[config.mk]
export PLATFORM = sky130hd
export DESIGN_NAME = store_buffer
export DESIGN_NICKNAME = d
export VERILOG_FILES = /design/src/rtl/store_buffer.sv
export SDC_FILE = /design/constraint.sdc
export NUM_CORES = 1
export LEC_CHECK = 0
export ABC_CLOCK_PERIOD_IN_PS = 11400
export BUFFER_PORTS_ARGS = -buffer_cell sky130_fd_sc_hd__buf_2
export CELL_PAD_IN_SITES_DETAIL_PLACEMENT = 1
export CELL_PAD_IN_SITES_GLOBAL_PLACEMENT = 2
export CORE_MARGIN = 2
export CORE_UTILIZATION = 43
export CTS_BUF_LIST = sky130_fd_sc_hd__clkbuf_2
export DETAILED_ROUTE_END_ITERATION = 6
export GPL_TIMING_DRIVEN = 0
export PLACE_DENSITY = 0.93
export REMOVE_ABC_BUFFERS = 1
export SETUP_SLACK_MARGIN = 0.02
export SLEW_MARGIN = 25
export SYNTH_ARGS = -nofsm -noshare
export SYNTH_HDL_FRONTEND = slang
export SYNTH_SLANG_ARGS = --single-unit
[constraint.sdc]
create_clock -name clk -period 11.4 [get_ports clk]
set_input_delay 0.57 -clock clk [delete_from_list [all_inputs] [get_ports clk]]
set_output_delay 0.57 -clock clk [all_outputs]
set_load 0.005 [all_outputs]
[src/rtl/store_buffer.sv]
// Store buffer: holds finished stores until commit, drains them to memory
// in order. Optional load forwarding enabled by STORE_BUFFER_FWD_EN.
module store_buffer #(
    parameter int ENTRY_NUM   = 4,
    parameter int ENTRY_SEL   = 2,
    parameter int DATA_LEN    = 32,
    parameter int ADDR_LEN    = 32,
    parameter int SPECTAG_LEN = 5
) (
    input  logic                   clk,
    input  logic                   reset,
    input  logic                   stfin,
    input  logic [DATA_LEN-1:0]    storedata,
    input  logic [ADDR_LEN-1:0]    storeaddr,
    input  logic [SPECTAG_LEN-1:0] spectag,
    input  logic                   specbit,
    input  logic                   prmiss,
    input  logic [SPECTAG_LEN-1:0] spectagfix,
    input  logic                   stcom,
    input  logic                   memoccupy_ld,
    input  logic [ADDR_LEN-1:0]    ldaddr,
    output logic                   fullsb,
    output logic                   hitsb,
    output logic [DATA_LEN-1:0]    lddatasb,
    output logic                   dmem_we,
    output logic [ADDR_LEN-1:0]    dmem_addr,
    output logic [DATA_LEN-1:0]    dmem_wdata
);

    typedef logic [ENTRY_SEL-1:0] ptr_t;
    typedef logic [ENTRY_SEL:0]   cnt_t;

    ptr_t retptr, comptr, tail;
    cnt_t cnt, ccnt;

    logic [ADDR_LEN-1:0]    addr_q [ENTRY_NUM];
    logic [DATA_LEN-1:0]    data_q [ENTRY_NUM];
    logic [SPECTAG_LEN-1:0] tag_q  [ENTRY_NUM];
    logic                   spec_q [ENTRY_NUM];

    logic do_com, do_ret, do_alloc, in_kill;
    ptr_t comptr_n, tail_base;
    cnt_t ucnt, surv, ccnt_n, cnt_n;

    assign fullsb = (cnt == cnt_t'(ENTRY_NUM));

    always_comb begin
        do_com   = stcom & (cnt != ccnt);
        do_ret   = (ccnt != '0) & ~memoccupy_ld;
        in_kill  = prmiss & specbit & |(spectag & spectagfix);
        do_alloc = stfin & ~fullsb & ~in_kill;
        comptr_n = comptr + ptr_t'(do_com);
        ucnt     = cnt - ccnt - cnt_t'(do_com);
        // Killed entries are a suffix, so counting survivors gives the new tail.
        surv = '0;
        for (int k = 0; k < ENTRY_NUM; k++) begin
            if (cnt_t'(k) < ucnt &&
                !(spec_q[comptr_n + ptr_t'(k)] &&
                  |(tag_q[comptr_n + ptr_t'(k)] & spectagfix)))
                surv = surv + cnt_t'(1);
        end
        tail_base = prmiss ? comptr_n + ptr_t'(surv) : tail;
        ccnt_n    = ccnt + cnt_t'(do_com) - cnt_t'(do_ret);
        cnt_n     = ccnt_n + (prmiss ? surv : ucnt) + cnt_t'(do_alloc);
    end

    always_ff @(posedge clk) begin
        if (reset) begin
            retptr <= '0;
            comptr <= '0;
            tail   <= '0;
            cnt    <= '0;
            ccnt   <= '0;
        end else begin
            retptr <= retptr + ptr_t'(do_ret);
            comptr <= comptr_n;
            tail   <= tail_base + ptr_t'(do_alloc);
            cnt    <= cnt_n;
            ccnt   <= ccnt_n;
        end
    end

    always_ff @(posedge clk) begin
        if (do_alloc) begin
            addr_q[tail_base] <= storeaddr;
            data_q[tail_base] <= storedata;
            tag_q[tail_base]  <= spectag;
            spec_q[tail_base] <= specbit;
        end
    end

    assign dmem_we    = do_ret;
    assign dmem_addr  = do_ret ? addr_q[retptr] : '0;
    assign dmem_wdata = do_ret ? data_q[retptr] : '0;

`ifdef STORE_BUFFER_FWD_EN
    // Walk oldest to youngest so the last match wins.
    always_comb begin
        hitsb    = 1'b0;
        lddatasb = '0;
        for (int k = 0; k < ENTRY_NUM; k++) begin
            if (cnt_t'(k) < cnt && addr_q[retptr + ptr_t'(k)] == ldaddr) begin
                hitsb    = 1'b1;
                lddatasb = data_q[retptr + ptr_t'(k)];
            end
        end
    end
`else
    logic unused_ldaddr;
    assign unused_ldaddr = ^ldaddr;
    assign hitsb    = 1'b0;
    assign lddatasb = '0;
`endif

endmodule

==> results.rst, run 1 <==
.. list-table::
   :header-rows: 1

   * - Metric
     - Value
   * - Run status
     - finished, final reports clean
   * - Number of slew-limit violations in the final report
     - 0
   * - Total gr overflow
     - 0
   * - Gates resized, CTS repair
     - 0
   * - Avg Inst Size Synth
     - 19.2 um2
   * - Area delta synth->final
     - 23.4%
   * - Setup skew after layout
     - between 70 and 80 ps
   * - # IOs
     - 212
   * - Top cells by count, synth
     - sky130_fd_sc_hd__edfxtp_1 (280), sky130_fd_sc_hd__and2_1 (64), sky130_fd_sc_hd__mux4_2 (64), sky130_fd_sc_hd__buf_4 (33), sky130_fd_sc_hd__mux2_2 (22)
   * - Count of cell instances traversed by the critical path
     - 23
   * - Category of cells accounting for the largest share of critical-path delay
     - compound AO/OA/AOI/OAI gates
   * - Final design instance area without fill
     - around 15000 um2
   * - Total number of nets in the final design
     - 1049
   * - Wire length of the first global-routing pass
     - 41100 um
   * - Antenna violations before repair
     - 1
   * - Number of different library cells in the post-synthesis netlist
     - 46
   * - Destination of the worst register-to-register timing path
     - addr_q[2][1]
   * - Post-route minimum period
     - 7010 ps
   * - Number of detailed-route iterations in the first pass
     - 4
   * - Routed length per placed instance
     - 19.7 um
   * - CP max FO
     - 29
   * - Unrepaired setup endpoints after global routing
     - false
   * - WL final
     - 26700 um
   * - Endpoints failing setup
     - 0
   * - Post-Synth XOR/XNOR Area
     - 0.0128
   * - Hold Crit Class
     - primary input to flop
   * - Clk Tree Root Cell
     - sky130_fd_sc_hd__clkbuf_2
   * - Synth Register Bits
     - 292
   * - Core outline area
     - 27700 um2
   * - Top area cells in the synthesized netlist
     - sky130_fd_sc_hd__edfxtp_1 (70%), sky130_fd_sc_hd__mux4_2 (12%), sky130_fd_sc_hd__and2_1 (3.3%), sky130_fd_sc_hd__buf_4 (2.1%), sky130_fd_sc_hd__mux2_2 (2.1%)
   * - Slowest cell on the critical path
     - sky130_fd_sc_hd__ha_2
   * - Compound-gate portion of the synthesized area
     - 0.0187
   * - Startpoint of the worst hold path
     - prmiss
   * - Cell area after synthesis
     - 12100 um2
   * - Signal arrival time at the worst endpoint
     - 7480 ps
   * - Category of the critical setup timing path
     - flop to flop
   * - Most repeated cell in the gate-level netlist after synthesis
     - sky130_fd_sc_hd__edfxtp_1
   * - Antenna-violating nets left
     - 0
   * - Combinational family with the most area after synthesis
     - multiplexers
   * - R2R Setup Slk
     - 4390 ps
   * - Delay of the slowest critical-path stage
     - 770 ps
   * - Global-route total usage across every layer
     - 0.185
   * - DIE AREA
     - 29400 um2
   * - Critical Path Sink
     - addr_q[2][1]
   * - Multiplexer share of the synthesized area
     - 0.146
   * - Cell-by-cell listing of the critical path
     - xor2_1 > o31ai_1 > inv_1 > ha_2 > mux2_2 > a222oi_1 > a21oi_1 > mux2i_1 > o21ai_0 > inv_1 > ha_1 > xor2_1 > xor2_1 > ha_1 > xnor2_1 > or3_1 > a2111oi_0 > a21oi_1 > o211ai_2 > nor3b_4 > buf_8 > buf_6 > buf_6
   * - Simple-Gate Fraction of Synth Area
     - 0.0534
   * - Category of the worst setup path launch point
     - flop
   * - Category of the worst setup path capture point
     - flop
   * - Adder-cell share of the synthesized area
     - 0.0176
   * - # hold bufs at CTS
     - 71
   * - Post-synthesis cell type with the largest combined area
     - sky130_fd_sc_hd__edfxtp_1
   * - Number of input and output port buffers inserted
     - ~150
   * - Clock Latency Late Sink
     - 830 ps
   * - F_max
     - between 100 and 150 MHz
   * - Largest net degree at the start of global routing
     - 36
   * - Total setup buffers inserted after CTS
     - 0
   * - DRC violation total after the first TritonRoute iteration
     - ~350
   * - Number of buffer and inverter instances along the worst setup path
     - 5
   * - Worst slew margin
     - 0.577
   * - Std cell rows
     - just over 60
   * - Dpl hpwl
     - 17100 um
   * - Most instantiated flip-flop cell in the synthesis netlist
     - sky130_fd_sc_hd__edfxtp_1
   * - Mapped Cells
     - between 600 and 700
   * - Clock Sink Count
     - slightly below 300
   * - Actual slew at the worst max-slew pin
     - 630 ps
   * - Crit path from
     - ccnt[2]
   * - EDFF count, synth
     - 280
   * - Htree depth
     - 3
   * - Number of maximum-capacitance violations
     - 0
   * - Yosys top cell area share
     - 0.697
   * - Clock buffers created by TritonCTS
     - 75
   * - Fraction of layout cells with a size suffix above 1
     - 0.393
   * - Clock tree from TritonCTS
     - built
   * - Post-CTS clock slew at the launch and capture registers of the worst setup and hold paths
     - around 90 ps
   * - Cell with the most instances on the worst path
     - sky130_fd_sc_hd__xor2_1
   * - Mean number of vias per cell
     - 4.92
   * - Share of the clock period used by the worst path after layout
     - 0.615
   * - Overall die width
     - 171 um
   * - Warnings, synthesis
     - 0
   * - Cell area after placement
     - between 10000 and 15000 um2
   * - Launch instance of the worst register-to-register path
     - ccnt[2]
   * - Worst R2R Path Depth
     - 23
   * - Initial core utilization
     - 0.435
   * - Post-synth ARST share
     - 0
   * - Seq/Total Area, Yosys
     - 0.717
   * - Die Ht
     - between 150 and 200 um
   * - Number of global-route vias before repair
     - 7612
   * - Required time reported for the critical path endpoint
     - about 12000 ps
   * - Deepest clock path buffer count
     - 3
   * - Total via count after detailed routing
     - 6664
   * - DRC
     - 0
   * - Final hold vios
     - 0
   * - Placer Congestion
     - roughly 0.8
## state kept, by name, indices dropped and copies added, names as in the netlist
register and flops:
addr_q 128, ccnt 3, cnt 3, comptr 2, data_q 128, retptr 2, spec_q 4, tag_q 20
tail 2
## worst reg2reg max path: stages (launching register included)
cell	delay, ps
sky130_fd_sc_hd__dfxtp_1	340
sky130_fd_sc_hd__xor2_1	220
sky130_fd_sc_hd__o31ai_1	540
sky130_fd_sc_hd__inv_1	110
sky130_fd_sc_hd__ha_2	770
sky130_fd_sc_hd__mux2_2	410
sky130_fd_sc_hd__a222oi_1	500
sky130_fd_sc_hd__a21oi_1	130
sky130_fd_sc_hd__mux2i_1	170
sky130_fd_sc_hd__o21ai_0	150
sky130_fd_sc_hd__inv_1	80
sky130_fd_sc_hd__ha_1	240
sky130_fd_sc_hd__xor2_1	240
sky130_fd_sc_hd__xor2_1	270
sky130_fd_sc_hd__ha_1	210
sky130_fd_sc_hd__xnor2_1	130
sky130_fd_sc_hd__or3_1	330
sky130_fd_sc_hd__a2111oi_0	450
sky130_fd_sc_hd__a21oi_1	100
sky130_fd_sc_hd__o211ai_2	190
sky130_fd_sc_hd__nor3b_4	500
sky130_fd_sc_hd__buf_8	210
sky130_fd_sc_hd__buf_6	200
sky130_fd_sc_hd__buf_6	200
## metal layers
metal | global-route usage | share of wire | vias up
li1 | - | - | 3040
met1 | 0.216 | 0.39 | 3382
met2 | 0.336 | 0.54 | 208
met3 | 0.0435 | 0.050 | 34
met4 | 0.0608 | 0.016 | 0
met5 | 0 | 0 | -
## per-stage QoR
stage | setup TNS [ps] | instances | utilization | hold slack [ps] | setup WS, ps
finish | 0 | 1354 | 0.537 | 273 | 4390
global route | 0 | 1353 | 0.537 | 200 | 3840
CTS | 0 | 1351 | 0.537 | 143 | 4030
detailed placement | 0 | 1152 | 0.487 | 616 | 4060
global placement | -277320 | 1124 | 0.470 | 591 | -3350
floorplan | 0 | 600 | - | 559 | 1450
## placed cells by master (no fill, tap or decap), drive strengths merged, types with 2 or more instances in the layout
master / netlist / routed
ha: 9 / 9
mux2: 24 / 24
or3: 2 / 2
nor3b: 3 / 3
xor2: 8 / 8
buf: 42 / 174
fa: 5 / 5
xnor2: 7 / 7
nor3: 7 / 7
clkbuf: 17 / 104
dlygate4sd3: 0 / 71
o211ai: 2 / 2
nor2: 9 / 9
a222oi: 5 / 5
mux4: 64 / 64
o21ai: 2 / 2
nor2b: 8 / 8
diode: 0 / 3
nand2: 10 / 10
inv: 12 / 13
clkinv: 0 / 22
dfxtp: 12 / 12
conb: 1 / 33
mux2i: 4 / 4
edfxtp: 280 / 280
a21oi: 11 / 11
and2: 64 / 64
a22oi: 5 / 5
## cells by family after synthesis
group,count (synthesis)
flip-flops,292
other,1
AND/OR/NAND/NOR,110
adder cells (fa/ha/maj),14
multiplexers,92
buffers and inverters,71
AO/OA/AOI/OAI,31
XOR/XNOR,16
## area by class of cell
cell class | instances | area [um2]
Fill cell | 2688 | 12800
Timing Repair Buffer | 245 | 1880
Tap cell | 378 | 473
Clock inverter | 24 | 143
Clock buffer | 104 | 520
Multi-Input combinational cell | 296 | 3160
Antenna cell | 3 | 7.51
Sequential cell | 292 | 8660
Inverter | 12 | 45.0
## how the worst min path moves through the flow
stage,end,slack (ps),depth (start not counted)
final,cnt[2],270,3
after global routing,cnt[2],200,3
after CTS,cnt[2],140,3
after detailed placement,comptr[1],620,2
after global placement,comptr[1],590,2
after floorplan,comptr[1],560,2
Power of run 1 is not shown: default switching activity piles up to over one toggle a cycle in this logic, so the estimate is an artifact.
==> run 2, diff against run 1 <==
--- a/config.mk
+++ b/config.mk
@@ -5,16 +5,16 @@
 export SDC_FILE = /design/constraint.sdc
 export NUM_CORES = 1
 export LEC_CHECK = 0
-export ABC_CLOCK_PERIOD_IN_PS = 11400
+export ABC_CLOCK_PERIOD_IN_PS = 6400
 export BUFFER_PORTS_ARGS = -buffer_cell sky130_fd_sc_hd__buf_2
 export CELL_PAD_IN_SITES_DETAIL_PLACEMENT = 1
 export CELL_PAD_IN_SITES_GLOBAL_PLACEMENT = 2
 export CORE_MARGIN = 2
-export CORE_UTILIZATION = 43
+export CORE_UTILIZATION = 39
 export CTS_BUF_LIST = sky130_fd_sc_hd__clkbuf_2
 export DETAILED_ROUTE_END_ITERATION = 6
 export GPL_TIMING_DRIVEN = 0
-export PLACE_DENSITY = 0.93
+export PLACE_DENSITY = 0.9
 export REMOVE_ABC_BUFFERS = 1
 export SETUP_SLACK_MARGIN = 0.02
 export SLEW_MARGIN = 25
==> constraint.sdc (replaced) <==
create_clock -name clk -period 6.4 [get_ports clk]
set_input_delay 0.32 -clock clk [delete_from_list [all_inputs] [get_ports clk]]
set_output_delay 0.32 -clock clk [all_outputs]
set_load 0.005 [all_outputs]
==> results.rst, run 2 (synthesized netlist as in run 1, its figures left out) <==
.. list-table::
   :header-rows: 1

   * - Metric
     - Value
   * - Run status
     - finished, final reports clean
   * - Hold Crit Class
     - primary input to flop
   * - Clock tree from TritonCTS
     - built
   * - # IOs
     - 212 (unchanged)
   * - Leading cell type in the layout, fill and taps excluded
     - sky130_fd_sc_hd__edfxtp_1
   * - Commonest cells after routing, fill and taps aside
     - sky130_fd_sc_hd__edfxtp_1 (280), sky130_fd_sc_hd__buf_2 (146), sky130_fd_sc_hd__clkbuf_2 (108)
   * - Largest registers ranked by flip-flop count
     - addr_q (128), data_q (128), tag_q (20)
   * - DIE AREA
     - 32300 um2 (+10%)
   * - Post-route minimum period
     - 6110 ps (-901 ps)
   * - Setup skew after layout
     - 108 ps (+31.2 ps)
   * - Worst slew margin
     - 0.499 (-0.0772)
   * - Hold Path Depth
     - 5 (+2)
   * - Number of detailed-route iterations in the first pass
     - 6 (+2)
   * - Total gr overflow
     - 0 (unchanged)
   * - Count of cell instances traversed by the critical path
     - 25 (+8.7%)
   * - Share of the clock period used by the worst path after layout
     - 0.955 (+0.340)
   * - Final hold vios
     - 0 (unchanged)
   * - CP max FO
     - 9 (-69%)
   * - Category of the worst setup path launch point
     - flop
   * - Clock buffers created by TritonCTS
     - 78 (+4.0%)
   * - Area delta synth->final
     - 27.1%
   * - DRC violation total after the first TritonRoute iteration
     - 320 (-9.6%)
   * - Number of global-route vias before repair
     - 7788 (+2.3%)
   * - Largest net degree at the start of global routing
     - 40 (+11%)
   * - Number of buffer and inverter instances along the worst setup path
     - 9 (+4)
   * - Signal arrival time at the worst endpoint
     - 6650 ps (-830 ps)
   * - Dpl hpwl
     - 17600 um (+3.1%)
   * - Number of input and output port buffers inserted
     - 146 (unchanged)
   * - Fin util
     - 0.502 (-0.0346)
   * - Actual slew at the worst max-slew pin
     - 746 ps (+116 ps)
   * - Global-route total usage across every layer
     - 0.173 (-0.0123)
   * - Htree depth
     - 3 (unchanged)
   * - Post-CTS clock slew at the launch and capture registers of the worst setup and hold paths
     - 90 ps (about the same)
   * - Antenna-violating nets left
     - 0 (unchanged)
   * - Worst R2R Path Depth
     - 25 (+8.7%)
   * - Slowest cell on the critical path
     - sky130_fd_sc_hd__nor3_1
   * - Overall die width
     - 180 um (+4.9%)
   * - Initial core utilization
     - 0.395 (-0.0400)
   * - Cell with the most instances on the worst path
     - sky130_fd_sc_hd__buf_4
   * - Required time reported for the critical path endpoint
     - 6940 ps (-4930 ps)
   * - Number of slew-limit violations in the final report
     - 0 (unchanged)
   * - Endpoints failing setup
     - 0 (unchanged)
   * - Std cell rows
     - 64 (+4.9%)
   * - Clk Tree Root Cell
     - sky130_fd_sc_hd__clkbuf_2
   * - Category of cells accounting for the largest share of critical-path delay
     - compound AO/OA/AOI/OAI gates
   * - Category of the worst setup path capture point
     - flop
   * - WL final
     - 27700 um (+3.9%)
   * - Mean number of vias per cell
     - 4.86 (-1.2%)
   * - Routed length per placed instance
     - 19.6 um (-0.41%)
   * - Wire length of the first global-routing pass
     - 43400 um (+5.7%)
   * - Clock Sink Count
     - 292 (unchanged)
   * - Fraction of layout cells with a size suffix above 1
     - 0.420 (+0.0271)
   * - Total via count after detailed routing
     - 6866 (+3.0%)
   * - Number of maximum-capacitance violations
     - 0 (unchanged)
   * - F_max
     - 164 MHz (+15%)
   * - Core outline area
     - 30500 um2 (+10%)
   * - Deepest clock path buffer count
     - 3 (unchanged)
   * - Antenna violations before repair
     - 2 (+1)
   * - Category of the critical setup timing path
     - flop to flop
   * - Die Ht
     - 180 um (+4.9%)
   * - Placer Congestion
     - 0.751 (-4.2%)
   * - DRC
     - 0 (unchanged)
   * - Delay of the slowest critical-path stage
     - 490 ps (-280 ps)
   * - Clock Latency Late Sink
     - 860 ps (+30 ps)
   * - Total number of nets in the final design
     - 1082 (+3.1%)
## run 2: cell types whose count changed in the layout (fill, tap and decap cells not counted), sizes merged
cell	before	now
inv	13	15
buf	174	202
bufinv	1	2
clkinv	22	26
clkbuf	104	109
dlygate4sd3	71	72
clkinvlp	0	1
diode	3	1
## run 2: final timing paths
check / startpoint / end / slack (ps)
worst max register to register: ccnt[2] / data_q[0][3] / 290
worst max-delay path: ccnt[2] / data_q[0][3] / 290
worst min register to register: comptr[1] / comptr[1] / 650
worst min-delay path: memoccupy_ld / retptr[1] / 150
## run 2: per-stage QoR
stage               hold WS [ps]  cells  setup slack, ps  setup TNS, ps  cell area (um2)
floorplan                    387    600            -3550        -639260            11800
global placement             531   1142            -8960       -1755650            13000
detailed placement           537   1171            -1240        -160220            13600
CTS                         44.8   1392             33.6              0            15100
global route                 105   1412            -28.8           -146            15300
finish                       148   1412              288              0            15300
## run 2: layer usage
| layer | GRT usage | part of all wire | vias up |
|---|---|---|---|
| met5 | 0 | 0.00040 | - |
| met4 | 0.0644 | 0.019 | 2 |
| met3 | 0.0391 | 0.054 | 44 |
| met2 | 0.298 | 0.51 | 217 |
| met1 | 0.214 | 0.41 | 3476 |
| li1 | - | - | 3127 |
## run 2: repair_timing
item / 4_1_cts / 5_1_grt
hold buffers: 72 / 0
hold endpoints to repair: 292 / 0
gates resized for setup: 5 / 11
pin swaps: 6 / 6
buffers inserted: 9 / 20
setup endpoints to repair: 280 / 149
## run 2: layout make-up
type                       count  area [um2]
multi-input combinational    296        3230
inverter                      12        45.0
fill                        2960       15200
clock inverter                32         196
antenna                        1        2.50
clock buffer                 108         541
sequential                   292        8660
tap                          396         495
timing repair buffer         275        2160
## run 2: worst reg2reg max path: cells and delay by family, from the launching register on
kind	cells	cell delay, ps
compound gates	6	1470
buf+inv	9	1380
simple gates	3	940
xor+xnor	4	780
fa+ha+maj	2	580
flops	1	360
mux	1	300
Power of run 2 is left out for the same reason.
==> run 3, diff against run 2 <==
--- a/config.mk
+++ b/config.mk
@@ -9,6 +9,7 @@
 export BUFFER_PORTS_ARGS = -buffer_cell sky130_fd_sc_hd__buf_2
 export CELL_PAD_IN_SITES_DETAIL_PLACEMENT = 1
 export CELL_PAD_IN_SITES_GLOBAL_PLACEMENT = 2
+export CORE_ASPECT_RATIO = 1.25
 export CORE_MARGIN = 2
 export CORE_UTILIZATION = 39
 export CTS_BUF_LIST = sky130_fd_sc_hd__clkbuf_2
==> results.rst, run 3 (synthesized netlist as in run 1, its figures left out) <==
.. list-table::
   :header-rows: 1

   * - Metric
     - Value
   * - Setup skew after layout
     - 69.6 ps (-38.6 ps)
   * - Antenna-violating nets left
     - 0 (unchanged)
   * - CP max FO
     - 10 (+1)
   * - Category of the critical setup timing path
     - flop to flop
   * - Overall die width
     - 161 um (-10%)
   * - Std cell rows
     - 72 (+13%)
   * - F_max
     - 165 MHz (+1.0%)
   * - Total gr overflow
     - 0 (unchanged)
   * - FILL cells
     - 2974 (+0.47%)
   * - Run status
     - finished, final reports clean
   * - Global-route total usage across every layer
     - 0.172 (-0.00131)
   * - Endpoints failing setup
     - 0 (unchanged)
   * - Htree depth
     - 3 (unchanged)
   * - Worst slew margin
     - 0.540 (+0.0410)
   * - Total number of nets in the final design
     - 1061 (-1.9%)
   * - Antenna violations before repair
     - 2 (unchanged)
   * - Number of detailed-route iterations in the first pass
     - 4 (-2)
   * - Clock Latency Late Sink
     - 860 ps (about the same)
   * - Required time reported for the critical path endpoint
     - 6900 ps (-40 ps)
   * - Clock tree from TritonCTS
     - built
   * - WL final
     - 27200 um (-1.9%)
   * - Core outline area
     - 30700 um2 (+0.69%)
   * - DIE AREA
     - 32300 um2 (about the same)
   * - Mean number of vias per cell
     - 4.89 (+0.54%)
   * - Number of maximum-capacitance violations
     - 0 (unchanged)
   * - Deepest clock path buffer count
     - 3 (unchanged)
   * - Actual slew at the worst max-slew pin
     - 684 ps (-62.3 ps)
   * - DRC
     - 0 (unchanged)
   * - Clk Tree Root Cell
     - sky130_fd_sc_hd__clkbuf_2
   * - Final hold vios
     - 0 (unchanged)
   * - Largest net degree at the start of global routing
     - 38 (-5.0%)
   * - Area delta synth->final
     - 26.0%
   * - # IOs
     - 212 (unchanged)
   * - Clock Sink Count
     - 292 (unchanged)
   * - Wire length of the first global-routing pass
     - 42300 um (-2.5%)
   * - Routed length per placed instance
     - 19.5 um (-0.74%)
   * - Post-route minimum period
     - 6050 ps (-62.0 ps)
   * - Dpl hpwl
     - 17400 um (-1.5%)
   * - Initial core utilization
     - 0.393 (-0.00270)
   * - Category of the worst setup path capture point
     - flop
   * - Placer Congestion
     - 0.723 (-3.8%)
   * - Number of input and output port buffers inserted
     - 146 (unchanged)
   * - R2R Setup Slk
     - 350 ps (+60 ps)
   * - Number of slew-limit violations in the final report
     - 0 (unchanged)
   * - Fraction of layout cells with a size suffix above 1
     - 0.415 (-0.00430)
   * - Die Ht
     - 201 um (+12%)
   * - Pre-CTS worst setup slack
     - -1110 ps (+127 ps)
   * - Commonest cells after routing, fill and taps aside
     - sky130_fd_sc_hd__edfxtp_1 (280), sky130_fd_sc_hd__buf_2 (146), sky130_fd_sc_hd__clkbuf_2 (104)
   * - Number of global-route vias before repair
     - 7618 (-2.2%)
   * - Worst hold slack
     - 182 ps (+33.9 ps)
   * - Share of the clock period used by the worst path after layout
     - 0.945 (-0.00969)
   * - Post-CTS clock slew at the launch and capture registers of the worst setup and hold paths
     - 100 ps (about the same)
   * - Category of the worst setup path launch point
     - flop
   * - Leading cell type in the layout, fill and taps excluded
     - sky130_fd_sc_hd__edfxtp_1
   * - Setup ws final
     - 350 ps (+62.0 ps)
   * - Largest registers ranked by flip-flop count
     - addr_q (128), data_q (128), tag_q (20)
   * - Total via count after detailed routing
     - 6825 (-0.60%)
   * - Hold Crit Class
     - primary input to flop
   * - DRC violation total after the first TritonRoute iteration
     - 291 (-9.1%)
   * - Clock buffers created by TritonCTS
     - 70 (-10%)
   * - Signal arrival time at the worst endpoint
     - 6550 ps (-100 ps)
-- run 3: layout make-up --
type | instances | area, um2 | area share
Antenna cell | 2 | 5.00 | 0.000329
Clock buffer | 104 | 520 | 0.0343
Clock inverter | 21 | 191 | 0.0126
Inverter | 12 | 45.0 | 0.00296
Multi-Input combinational cell | 296 | 3220 | 0.212
Sequential cell | 292 | 8660 | 0.570
Tap cell | 407 | 509 | 0.0335
Timing Repair Buffer | 262 | 2050 | 0.135
-- run 3: path summary, 6_finish.rpt --
kind	start	endpoint	depth (start not counted)
worst max-delay path	ccnt[1]	data_q[2][30]	26
worst min-delay path	stfin	tail[0]	4
worst max register to register	ccnt[1]	data_q[2][30]	26
worst min register to register	comptr[1]	comptr[1]	2
-- run 3: metrics by stage --
| stage | cells | instance area, um2 | TNS (ps) | utilization |
|---|---|---|---|---|
| after floorplan | 600 | 11800 | -639260 | - |
| after global placement | 1153 | 13100 | -1725670 | 0.425 |
| after detailed placement | 1183 | 13600 | -155630 | 0.442 |
| after CTS | 1384 | 15100 | 0 | 0.490 |
| after global routing | 1396 | 15200 | -52.1 | 0.495 |
| final | 1396 | 15200 | 0 | 0.495 |
-- run 3: worst max-delay path, cell delays in order (launching register included) --
cell	delay [ps]
sky130_fd_sc_hd__dfxtp_1	370
sky130_fd_sc_hd__xor2_1	210
sky130_fd_sc_hd__o31ai_4	310
sky130_fd_sc_hd__inv_1	110
sky130_fd_sc_hd__ha_4	340
sky130_fd_sc_hd__buf_4	180
sky130_fd_sc_hd__mux2_2	360
sky130_fd_sc_hd__a222oi_1	330
sky130_fd_sc_hd__buf_4	180
sky130_fd_sc_hd__a21oi_1	80
sky130_fd_sc_hd__mux2i_1	150
sky130_fd_sc_hd__o21ai_0	140
sky130_fd_sc_hd__inv_1	80
sky130_fd_sc_hd__ha_1	260
sky130_fd_sc_hd__xor2_2	180
sky130_fd_sc_hd__xor2_2	170
sky130_fd_sc_hd__ha_2	230
sky130_fd_sc_hd__xnor2_2	170
sky130_fd_sc_hd__or3_1	340
sky130_fd_sc_hd__a2111oi_2	380
sky130_fd_sc_hd__a21oi_1	100
sky130_fd_sc_hd__o211ai_2	150
sky130_fd_sc_hd__nor3b_4	290
sky130_fd_sc_hd__buf_12	150
sky130_fd_sc_hd__buf_8	140
sky130_fd_sc_hd__buf_6	150
sky130_fd_sc_hd__buf_6	180
-- run 3: layer usage --
metal / up-vias / wire (um) / track usage / share of wire
met1: 3507 / 10500 / 0.193 / 0.39
met4: 0 / 591 / 0.0689 / 0.022
li1: 3065 / - / - / -
met3: 47 / 1180 / 0.0357 / 0.043
met5: - / 0 / 0 / 0
met2: 206 / 14900 / 0.315 / 0.55
-- run 3: what timing repair did --
| action | CTS | global route |
|---|---|---|
| hold endpoints to repair | 292 | 0 |
| pin swaps | 1 | 7 |
| setup endpoints to repair | 279 | 249 |
| gates resized for setup | 3 | 10 |
| setup buffers | 4 | 10 |
| hold buffers | 72 | 0 |
Power of run 3 is left out for the same reason.
